`config.mk`:
```
export PLATFORM = sky130hd
export DESIGN_NAME = commit_unit
export DESIGN_NICKNAME = d
export VERILOG_FILES = /design/src/rtl/commit_unit.sv
export SDC_FILE = /design/constraint.sdc
export NUM_CORES = 1
export LEC_CHECK = 0
export CORE_MARGIN = 5
export CORE_UTILIZATION = 48
export DETAILED_ROUTE_END_ITERATION = 10
export GPL_TIMING_DRIVEN = 0
export PLACE_DENSITY = 0.86
export RECOVER_POWER = 100
export SLEW_MARGIN = 40
export SYNTH_ARGS = -nofsm -noshare
export SYNTH_HDL_FRONTEND = slang
export SYNTH_SLANG_ARGS = --single-unit
export TNS_END_PERCENT = 100
```
`constraint.sdc`:
```
create_clock -name clk_in -period 2.85 [get_ports clk_in]
set_input_delay 0.4275 -clock clk_in [delete_from_list [all_inputs] [get_ports clk_in]]
set_output_delay 0.4275 -clock clk_in [all_outputs]
set_load 0.01 [all_outputs]
```
`src/rtl/commit_unit.sv`:
```
// In-order retirement stage: turns ROB commit records into RF writeback, store release,
// mispredict flush/redirect and halt. Optional COMMIT_CNT_EN adds a 64-bit retired counter.
//
// state | meaning
// ------+-----------------------------------------------------------
// RUN   | accepting commit records, one per cycle
// FLUSH | clear_branch_out held high while flush counter runs down
// HALT  | halt retired; terminal until reset, no strobes
module commit_unit #(
  parameter int ID_W         = 6,
  parameter int ROB_W        = 4,
  parameter int LSB_W        = 4,
  parameter int STORE_ID_LO  = 13,
  parameter int STORE_ID_HI  = 15,
  parameter int HALT_ID      = 37,
  parameter int FLUSH_CYCLES = 2
) (
  input  logic              clk_in,
  input  logic              rst_n_in,
  input  logic              rdy_in,
  input  logic              commit_en_in,
  input  logic [ID_W-1:0]   instr_id_in,
  input  logic [4:0]        rd_in,
  input  logic [ROB_W-1:0]  rob_pos_in,
  input  logic [LSB_W-1:0]  lsb_pos_in,
  input  logic [31:0]       res_in,
  input  logic              jump_en_in,
  input  logic [31:0]       jump_a_in,
  output logic              rf_wr_en_out,
  output logic [4:0]        rf_rd_out,
  output logic [31:0]       rf_data_out,
  output logic [ROB_W-1:0]  rf_rob_pos_out,
  output logic              lsb_commit_en_out,
  output logic [LSB_W-1:0]  lsb_commit_pos_out,
  output logic              clear_branch_out,
  output logic              pc_redirect_en_out,
  output logic [31:0]       pc_redirect_a_out,
  output logic              halted_out
`ifdef COMMIT_CNT_EN
  ,
  output logic [63:0]       retired_cnt_out
`endif
);

  typedef enum logic [1:0] {RUN, FLUSH, HALT} state_t;

  localparam logic [ID_W-1:0] STORE_LO  = ID_W'(STORE_ID_LO);
  localparam logic [ID_W-1:0] STORE_HI  = ID_W'(STORE_ID_HI);
  localparam logic [ID_W-1:0] HALT_V    = ID_W'(HALT_ID);
  localparam logic [3:0]      FLUSH_TC  = 4'(FLUSH_CYCLES - 1);

  state_t             state_q, state_d;
  logic [3:0]         flush_cnt_q, flush_cnt_d;
  logic               accept, is_store, is_halt;
  logic               rf_wr_en_d, lsb_commit_en_d, clear_branch_d, pc_redirect_en_d, halted_d;
  logic [4:0]         rf_rd_d;
  logic [31:0]        rf_data_d, pc_redirect_a_d;
  logic [ROB_W-1:0]   rf_rob_pos_d;
  logic [LSB_W-1:0]   lsb_commit_pos_d;

  assign is_store = (instr_id_in >= STORE_LO) && (instr_id_in <= STORE_HI);
  assign is_halt  = (instr_id_in == HALT_V);
  assign accept   = commit_en_in && (state_q == RUN);

  // Next values assume rdy_in; the register block applies them only on rdy cycles.
  always_comb begin
    state_d            = state_q;
    flush_cnt_d        = flush_cnt_q;
    rf_wr_en_d         = 1'b0;
    lsb_commit_en_d    = 1'b0;
    pc_redirect_en_d   = 1'b0;
    clear_branch_d     = clear_branch_out;
    halted_d           = halted_out;
    rf_rd_d            = rf_rd_out;
    rf_data_d          = rf_data_out;
    rf_rob_pos_d       = rf_rob_pos_out;
    lsb_commit_pos_d   = lsb_commit_pos_out;
    pc_redirect_a_d    = pc_redirect_a_out;
    case (state_q)
      RUN: begin
        if (accept) begin
          if (rd_in != 5'd0 && !is_store) begin
            rf_wr_en_d   = 1'b1;
            rf_rd_d      = rd_in;
            rf_data_d    = res_in;
            rf_rob_pos_d = rob_pos_in;
          end
          if (is_store) begin
            lsb_commit_en_d  = 1'b1;
            lsb_commit_pos_d = lsb_pos_in;
          end
          if (is_halt) begin
            halted_d = 1'b1;
            state_d  = HALT;
          end else if (jump_en_in) begin
            pc_redirect_en_d = 1'b1;
            pc_redirect_a_d  = jump_a_in;
            clear_branch_d   = 1'b1;
            flush_cnt_d      = FLUSH_TC;
            state_d          = FLUSH;
          end
        end
      end
      FLUSH: begin
        if (flush_cnt_q == 4'd0) begin
          clear_branch_d = 1'b0;
          state_d        = RUN;
        end else begin
          flush_cnt_d = flush_cnt_q - 4'd1;
        end
      end
      default: ;
    endcase
  end

  always_ff @(posedge clk_in or negedge rst_n_in) begin
    if (!rst_n_in) begin
      state_q            <= RUN;
      flush_cnt_q        <= 4'd0;
      rf_wr_en_out       <= 1'b0;
      rf_rd_out          <= 5'd0;
      rf_data_out        <= 32'd0;
      rf_rob_pos_out     <= '0;
      lsb_commit_en_out  <= 1'b0;
      lsb_commit_pos_out <= '0;
      clear_branch_out   <= 1'b0;
      pc_redirect_en_out <= 1'b0;
      pc_redirect_a_out  <= 32'd0;
      halted_out         <= 1'b0;
    end else if (rdy_in) begin
      state_q            <= state_d;
      flush_cnt_q        <= flush_cnt_d;
      rf_wr_en_out       <= rf_wr_en_d;
      rf_rd_out          <= rf_rd_d;
      rf_data_out        <= rf_data_d;
      rf_rob_pos_out     <= rf_rob_pos_d;
      lsb_commit_en_out  <= lsb_commit_en_d;
      lsb_commit_pos_out <= lsb_commit_pos_d;
      clear_branch_out   <= clear_branch_d;
      pc_redirect_en_out <= pc_redirect_en_d;
      pc_redirect_a_out  <= pc_redirect_a_d;
      halted_out         <= halted_d;
    end
  end

`ifdef COMMIT_CNT_EN
  always_ff @(posedge clk_in or negedge rst_n_in) begin
    if (!rst_n_in)
      retired_cnt_out <= 64'd0;
    else if (rdy_in && accept)
      retired_cnt_out <= retired_cnt_out + 64'd1;
  end
`endif

endmodule

```
==> impl_metrics.toml, run 1 <==
[outcome]
status = "finished clean"

[worst_setup_path]
path_cells = "dlygate4sd3_1, and4bb_4, a211oi_1, buf_6, buf_6, mux2_1"
cpMostUsedCell = "buf_6"
path_delay_family = "buffers and inverters"
critPathLaunchType = "input pin"
crit_slowest_cell = "dlygate4sd3_1"
critPathMaxStageDelay_ns = 0.59
arrival_ns = 2.51
crit_path_max_fanout = 10
cp_num_buf_inv = 3
crit_type = "in2reg"
worstPathRequired_ns = 3.09
end_kind = "register"

[floorplanning]
die_h_um = 107
fp.coreArea_sq_um = 9150
start_util_pct = 48.9
die_area_sq_um = 11400
ioPinCount = 170
die_w_um = 107
rows = 35

[synthesis]
synth_mux_area_share_pct = 9.06
yosys.area_share.simple_pct = 15.2
synth_flop_cell = "dfrtp_1"
syn_nets = 506
synth_top_family_by_area = "compound AO/OA/AOI/OAI gates"
yosysSeqAreaShare_pct = 49.2
synthCells = 416
syn_area_per_cell_sq_um = 10.8
synth_edf_count = 0
synth-async-reset-ratio_pct = 100
synth_compound_area_share_pct = 20.8
synth-seq-cells = 88
synth_xor_area_share_pct = 0
yosys_warnings = 0
synthDistinctLibCells = 38
yosys.area_share.adder_pct = 0.559
synth_area_sq_um = 4470

[clock_tree]
ctsHoldBuffers = 0
postCtsSetupBuffers = 0
clk_pin_slew_ns = 0.09
clockBufferDepth = 2
cts-root-buf = "clkbuf_8"
cts_resized = 0
cts_num_sinks = 88
htree_num_levels = 3
cts_buffers = 9
cts_tree = "done"
clock_latency_ns = 0.36

[sta]
fin_crit_sh_pct = 79.8
skew_ns = 0.0127
slew_violations = 0
min_period_ns = 2.27
holdWs_ns = 0.337
max_freq_mhz = 440
hold_viol = 0
tightest_slew_ns = 1.27
grt_setup_unrepaired = "false"
setup_viol = 0
maxSlewHeadroom_pct = 15.1

[pwr]
intPower_uw = 3680
switchingPower_uw = 1900
swShare_pct = 34.0
seqPwrFrac_pct = 40.3
combinationalPowerShare_pct = 44.2
clkPwrFrac_pct = 15.5
power_leakage_uw = 0.00255
peakVddDrop_v = 0.000496
cellPowerDensity_nw_per_um2 = 863

[global_routing]
grt_pass1_wl_um = 21500
overflow = 0
antenna_found_initial = 0
grt_pass1_vias = 4310
gr-usage-all-layers_pct = 23.4
grt_max_degree = 51

[cells_and_area]
insertedDiodeCount = 0
num-nets-final = 687
area_growth_pct = 44.6
instances_no_fill = 712
drive_gt1_share_pct = 11.5
design_area_sq_um = 6470

[route]
via_per_inst = 5.88
first_iter_violations = 228
drc_errors = 0
drt-pass1-iter-count = 7
wl_per_cell_um = 18.7
drt-total-wl_um = 13300
ant_nets = 0
vias = 4183

[placed_design]
gp_congestion = 0.845
dp_cells = 697
port_buffers = 169
dpl-instance-area_sq_um = 6330
hpwl_um = 9910

[worst_hold_path]
hp-class = "in2async"

[job]
drv_cap = 0
-- per-stage QoR --
stage,TNS [ns],setup WS [ns],total power (uW),util (%)
floorplan,0,1.20,3430,-
global placement,-159.19,-1.81,4870,68.9
detailed placement,0,0.489,5000,69.1
CTS,0,0.860,5880,71.3
global route,0,0.473,5930,70.7
finish,0,0.576,5580,70.7
-- power groups by stage --
stage	logic (uW)	clock network (uW)	registers, uW
floorplan	944	0	2490
global placement	2620	0	2240
detailed placement	2710	0	2290
CTS	2720	888	2270
global route	2650	932	2340
finish	2470	865	2250
-- final timing paths --
check                                  startpoint                           endpoint  slack, ns  cells past startpoint
setup / recovery                   instr_id_in[0]  pc_redirect_a_out[28]$_DFFE_PN0P_       0.58                      6
hold / removal                           rst_n_in  pc_redirect_a_out[25]$_DFFE_PN0P_       0.34                      1
setup reg to reg           state_q[1]$_DFFE_PN0P_  pc_redirect_a_out[28]$_DFFE_PN0P_       0.76                      5
hold reg to reg            halted_out$_DFFE_PN0P_             halted_out$_DFFE_PN0P_       0.46                      1
max in group asynchronous                rst_n_in             state_q[0]$_DFFE_PN0P_       0.93                      2
min in group clk_in        halted_out$_DFFE_PN0P_             halted_out$_DFFE_PN0P_       0.46                      1
-- metal layers --
metal / global-route usage [%] / up-vias / part of all wire, %
met5: 0 / - / 0
met4: 5.66 / 0 / 1.3
met3: 5.71 / 18 / 8.3
met2: 39.3 / 186 / 49
met1: 30.5 / 2036 / 41
li1: - / 1943 / -
-- synthesized netlist by cell type, drive strengths merged (4+ instances only) --
library cell,n,area (sq um)
dfrtp,88,2200
o211ai,46,345
nand3,42,210
o21ai,42,214
nor3b,37,278
a22oi,36,270
mux2,36,405
clkbuf,29,109
buf,12,82.6
inv,10,37.5
a21o,4,30.0
-- state kept, by name, summed over array words and instances (netlist names), 2 cells and up --
| name | flops |
|---|---|
| state_q | 2 |
| flush_cnt_q | 4 |
| rf_rd_out | 5 |
| rf_rob_pos_out | 4 |
| pc_redirect_a_out | 32 |
| rf_data_out | 32 |
| lsb_commit_pos_out | 4 |
-- cell families (layout without fill, tap and decap cells) --
logic type | Yosys count | in the layout
AO/OA/AOI/OAI | 136 | 136
AND/OR/NAND/NOR | 103 | 103
flip-flops | 88 | 88
buffers and inverters | 51 | 236
multiplexers | 36 | 36
adder cells (fa/ha/maj) | 2 | 2
-- layout by cell type (no fill, tap or decap), drive strengths merged, types with 4 or more instances in the layout --
cell and instances:
dfrtp 88, dlygate4sd3 86, clkdlybuf4s50 82, o211ai 46, nand3 42, o21ai 42
clkbuf 41, nor3b 37, a22oi 36, mux2 36, buf 12, inv 10
a21o 4, clkinv 4
-- cell type report --
cell class              instances  area [sq um]
plain buffers                  41           191
clock inverters                 5          57.6
well taps                     111           139
inverters                      10          37.5
flip-flops and latches         88          2200
repair buffers                170          1690
clock buffers                  10           138
fillers                       690          2680
multi-input cells             277          2010
(Power assumes the default switching activity.)
==> run 2: changes to the inputs <==
--- a/config.mk
+++ b/config.mk
@@ -6,10 +6,10 @@
 export NUM_CORES = 1
 export LEC_CHECK = 0
 export CORE_MARGIN = 5
-export CORE_UTILIZATION = 48
+export CORE_UTILIZATION = 45
 export DETAILED_ROUTE_END_ITERATION = 10
 export GPL_TIMING_DRIVEN = 0
-export PLACE_DENSITY = 0.86
+export PLACE_DENSITY = 0.82
 export RECOVER_POWER = 100
 export SLEW_MARGIN = 40
 export SYNTH_ARGS = -nofsm -noshare
==> constraint.sdc (replaced) <==
create_clock -name clk_in -period 2.1 [get_ports clk_in]
set_input_delay 0.315 -clock clk_in [delete_from_list [all_inputs] [get_ports clk_in]]
set_output_delay 0.315 -clock clk_in [all_outputs]
set_load 0.01 [all_outputs]
==> run 2 against run 1 <==
  * Total power increased by 35%
  * Clock skew is 0.0046 ns lower
  * Largest cell class unchanged
  * Worst hold slack improved by 0.13 ns
  * Cell area rose by 0.77%
  * Register-to-register slack got worse by 0.51 ns
  * Largest power group unchanged
  * Sequential cell count is the same
  * Combinational power is 37% higher
==> impl_metrics.toml, run 2 (synthesis results as in run 1) <==
[sta]
maxSlewHeadroom_pct = 19.7
tightest_slew_ns = 1.20
fin_crit_sh_pct = 91.0
setup_viol = 0
max_freq_mhz = 523
timing.final.ws_setup_ns = 0.190
min_period_ns = 1.91
skew_ns = 0.00806
hold_viol = 0
slew_violations = 0
grt_setup_unrepaired = "false"

[worst_setup_path]
crit_path_start = "rdy_in"
arrival_ns = 2.15
r2r_slack_ns = 0.25
worstPathRequired_ns = 2.34
crit_path_max_fanout = 10
cp.depth = 5
ff2ff_path_depth = 5
path_delay_family = "buffers and inverters"
end_kind = "register"
critPathLaunchType = "input pin"
r2r_start = "flush_cnt_q[0]$_DFFE_PN0P_"
critPathMaxStageDelay_ns = 0.69
cp-endpoint = "pc_redirect_a_out[9]$_DFFE_PN0P_"
path_cells = "dlygate4sd3_1, nand4bb_4, a211oi_4, clkbuf_2, mux2_2"
crit_type = "in2reg"
crit_slowest_cell = "dlygate4sd3_1"
cp_num_buf_inv = 2
reg2reg_to = "flush_cnt_q[0]$_DFFE_PN0P_"

[route]
first_iter_violations = 228
ant_nets = 0
via_per_inst = 5.72
vias = 4196
drt-pass1-iter-count = 7
wl_per_cell_um = 19.0
drt-total-wl_um = 13900
drc_errors = 0

[worst_hold_path]
hold_start = "halted_out$_DFFE_PN0P_"
hp-class = "reg2reg"
holdPathStages = 1

[cells_and_area]
layout_commonest_cell = "dfrtp_1"
final_cell_mix = "dfrtp_1 (88), dlygate4sd3_1 (87), clkdlybuf4s50_1 (82)"
drive_gt1_share_pct = 11.3
num-nets-final = 688
nFillCells = 781
seqCellArea_sq_um = 2200
insertedDiodeCount = 0
reg_top3 = "pc_redirect_a_out (32), rf_data_out (32), rf_rd_out (5)"
fin_util_pct = 67.0
area_growth_pct = 45.7
multi_input_area_sq_um = 2050

[clock_tree]
clk_pin_slew_ns = 0.08
cts_buffers = 9
cts_tree = "done"
cts_num_sinks = 88
clockBufferDepth = 2
cts-root-buf = "clkbuf_8"
clock_latency_ns = 0.35
htree_num_levels = 3
postCtsSetupBuffers = 0

[pwr]
swShare_pct = 34.3
peakVddDrop_v = 0.000529
seqPwrFrac_pct = 40.8
intPower_uw = 4950
combinationalPowerShare_pct = 44.9
cellPowerDensity_nw_per_um2 = 1160
switchingPower_uw = 2590
clkPwrFrac_pct = 14.3
power_leakage_uw = 0.00255

[job]
drv_cap = 0

[placed_design]
port_buffers = 169
hpwl_um = 10500
post-place-ws_ns = -0.164
gp_congestion = 0.813

[floorplanning]
fp.coreArea_sq_um = 9730
start_util_pct = 46.0
die_w_um = 110
die_h_um = 110
rows = 36
ioPinCount = 170
die_area_sq_um = 12000

[global_routing]
grt_max_degree = 48
grt_pass1_wl_um = 21900
antenna_found_initial = 0
grt_pass1_vias = 4287
gr-usage-all-layers_pct = 23.3
overflow = 0

[outcome]
status = "finished clean"
-- run 2: changes by cell type in the layout (fill, tap and decap cells not counted), sizes merged --
cell | previous run | this run
clkinv | 4 | 0
buf | 12 | 8
dlygate4sd3 | 86 | 87
clkbuf | 41 | 49
bufinv | 1 | 0
-- run 2: how the worst min path moves through the flow --
| stage | endpoint | slack, ns |
|---|---|---|
| final | halted_out$_DFFE_PN0P_ | 0.47 |
| after detailed placement | pc_redirect_a_out[15]$_DFFE_PN0P_ | 0.28 |
| after CTS | pc_redirect_a_out[15]$_DFFE_PN0P_ | 0.48 |
| after floorplan | clear_branch_out$_DFFE_PN0P_ | 0.02 |
| after global routing | halted_out$_DFFE_PN0P_ | 0.49 |
| after global placement | halted_out$_DFFE_PN0P_ | 0.46 |
-- run 2: per-stage QoR --
stage	hold slack [ns]	total power [uW]	area, sq um	std cells	setup TNS (ns)
5_1_grt	0.490	8020	6520	734	0
2_1_floorplan	0.0194	4660	4470	416	0
3_3_place_gp	0.456	6630	6330	718	-222.16
6_report	0.468	7540	6520	734	0
4_1_cts	0.477	7920	6540	734	0
3_5_place_dp	0.278	6830	6350	719	-4.53
-- run 2: timing repair --
action,4_1_cts,5_1_grt
hold buffers,1,0
endpoints found under the hold margin,46,0
gates resized for setup,0,0
-- run 2: power by group through the flow --
stage | sequential [uW] | combinational (uW) | clock [uW]
floorplan | 3370 | 1280 | 0
global placement | 3060 | 3580 | 0
detailed placement | 3130 | 3700 | 0
CTS | 3100 | 3720 | 1100
global route | 3190 | 3660 | 1180
finish | 3070 | 3380 | 1080
-- run 2: cell type report --
type	count	area share, %
Buffer	41	2.86
Clock buffer	14	2.65
Inverter	10	0.576
Multi-Input combinational cell	277	31.4
Sequential cell	88	33.8
Tap cell	133	2.55
Timing Repair Buffer	171	26.2
-- run 2: per-layer routing --
metal  track usage (%)  share of wire [%]  vias up
li1                  -                  -     1935
met1              29.1                 41     2051
met2              39.8                 49      194
met3              5.23                8.6       16
met4              7.75                1.7        0
met5                 0                  0        -
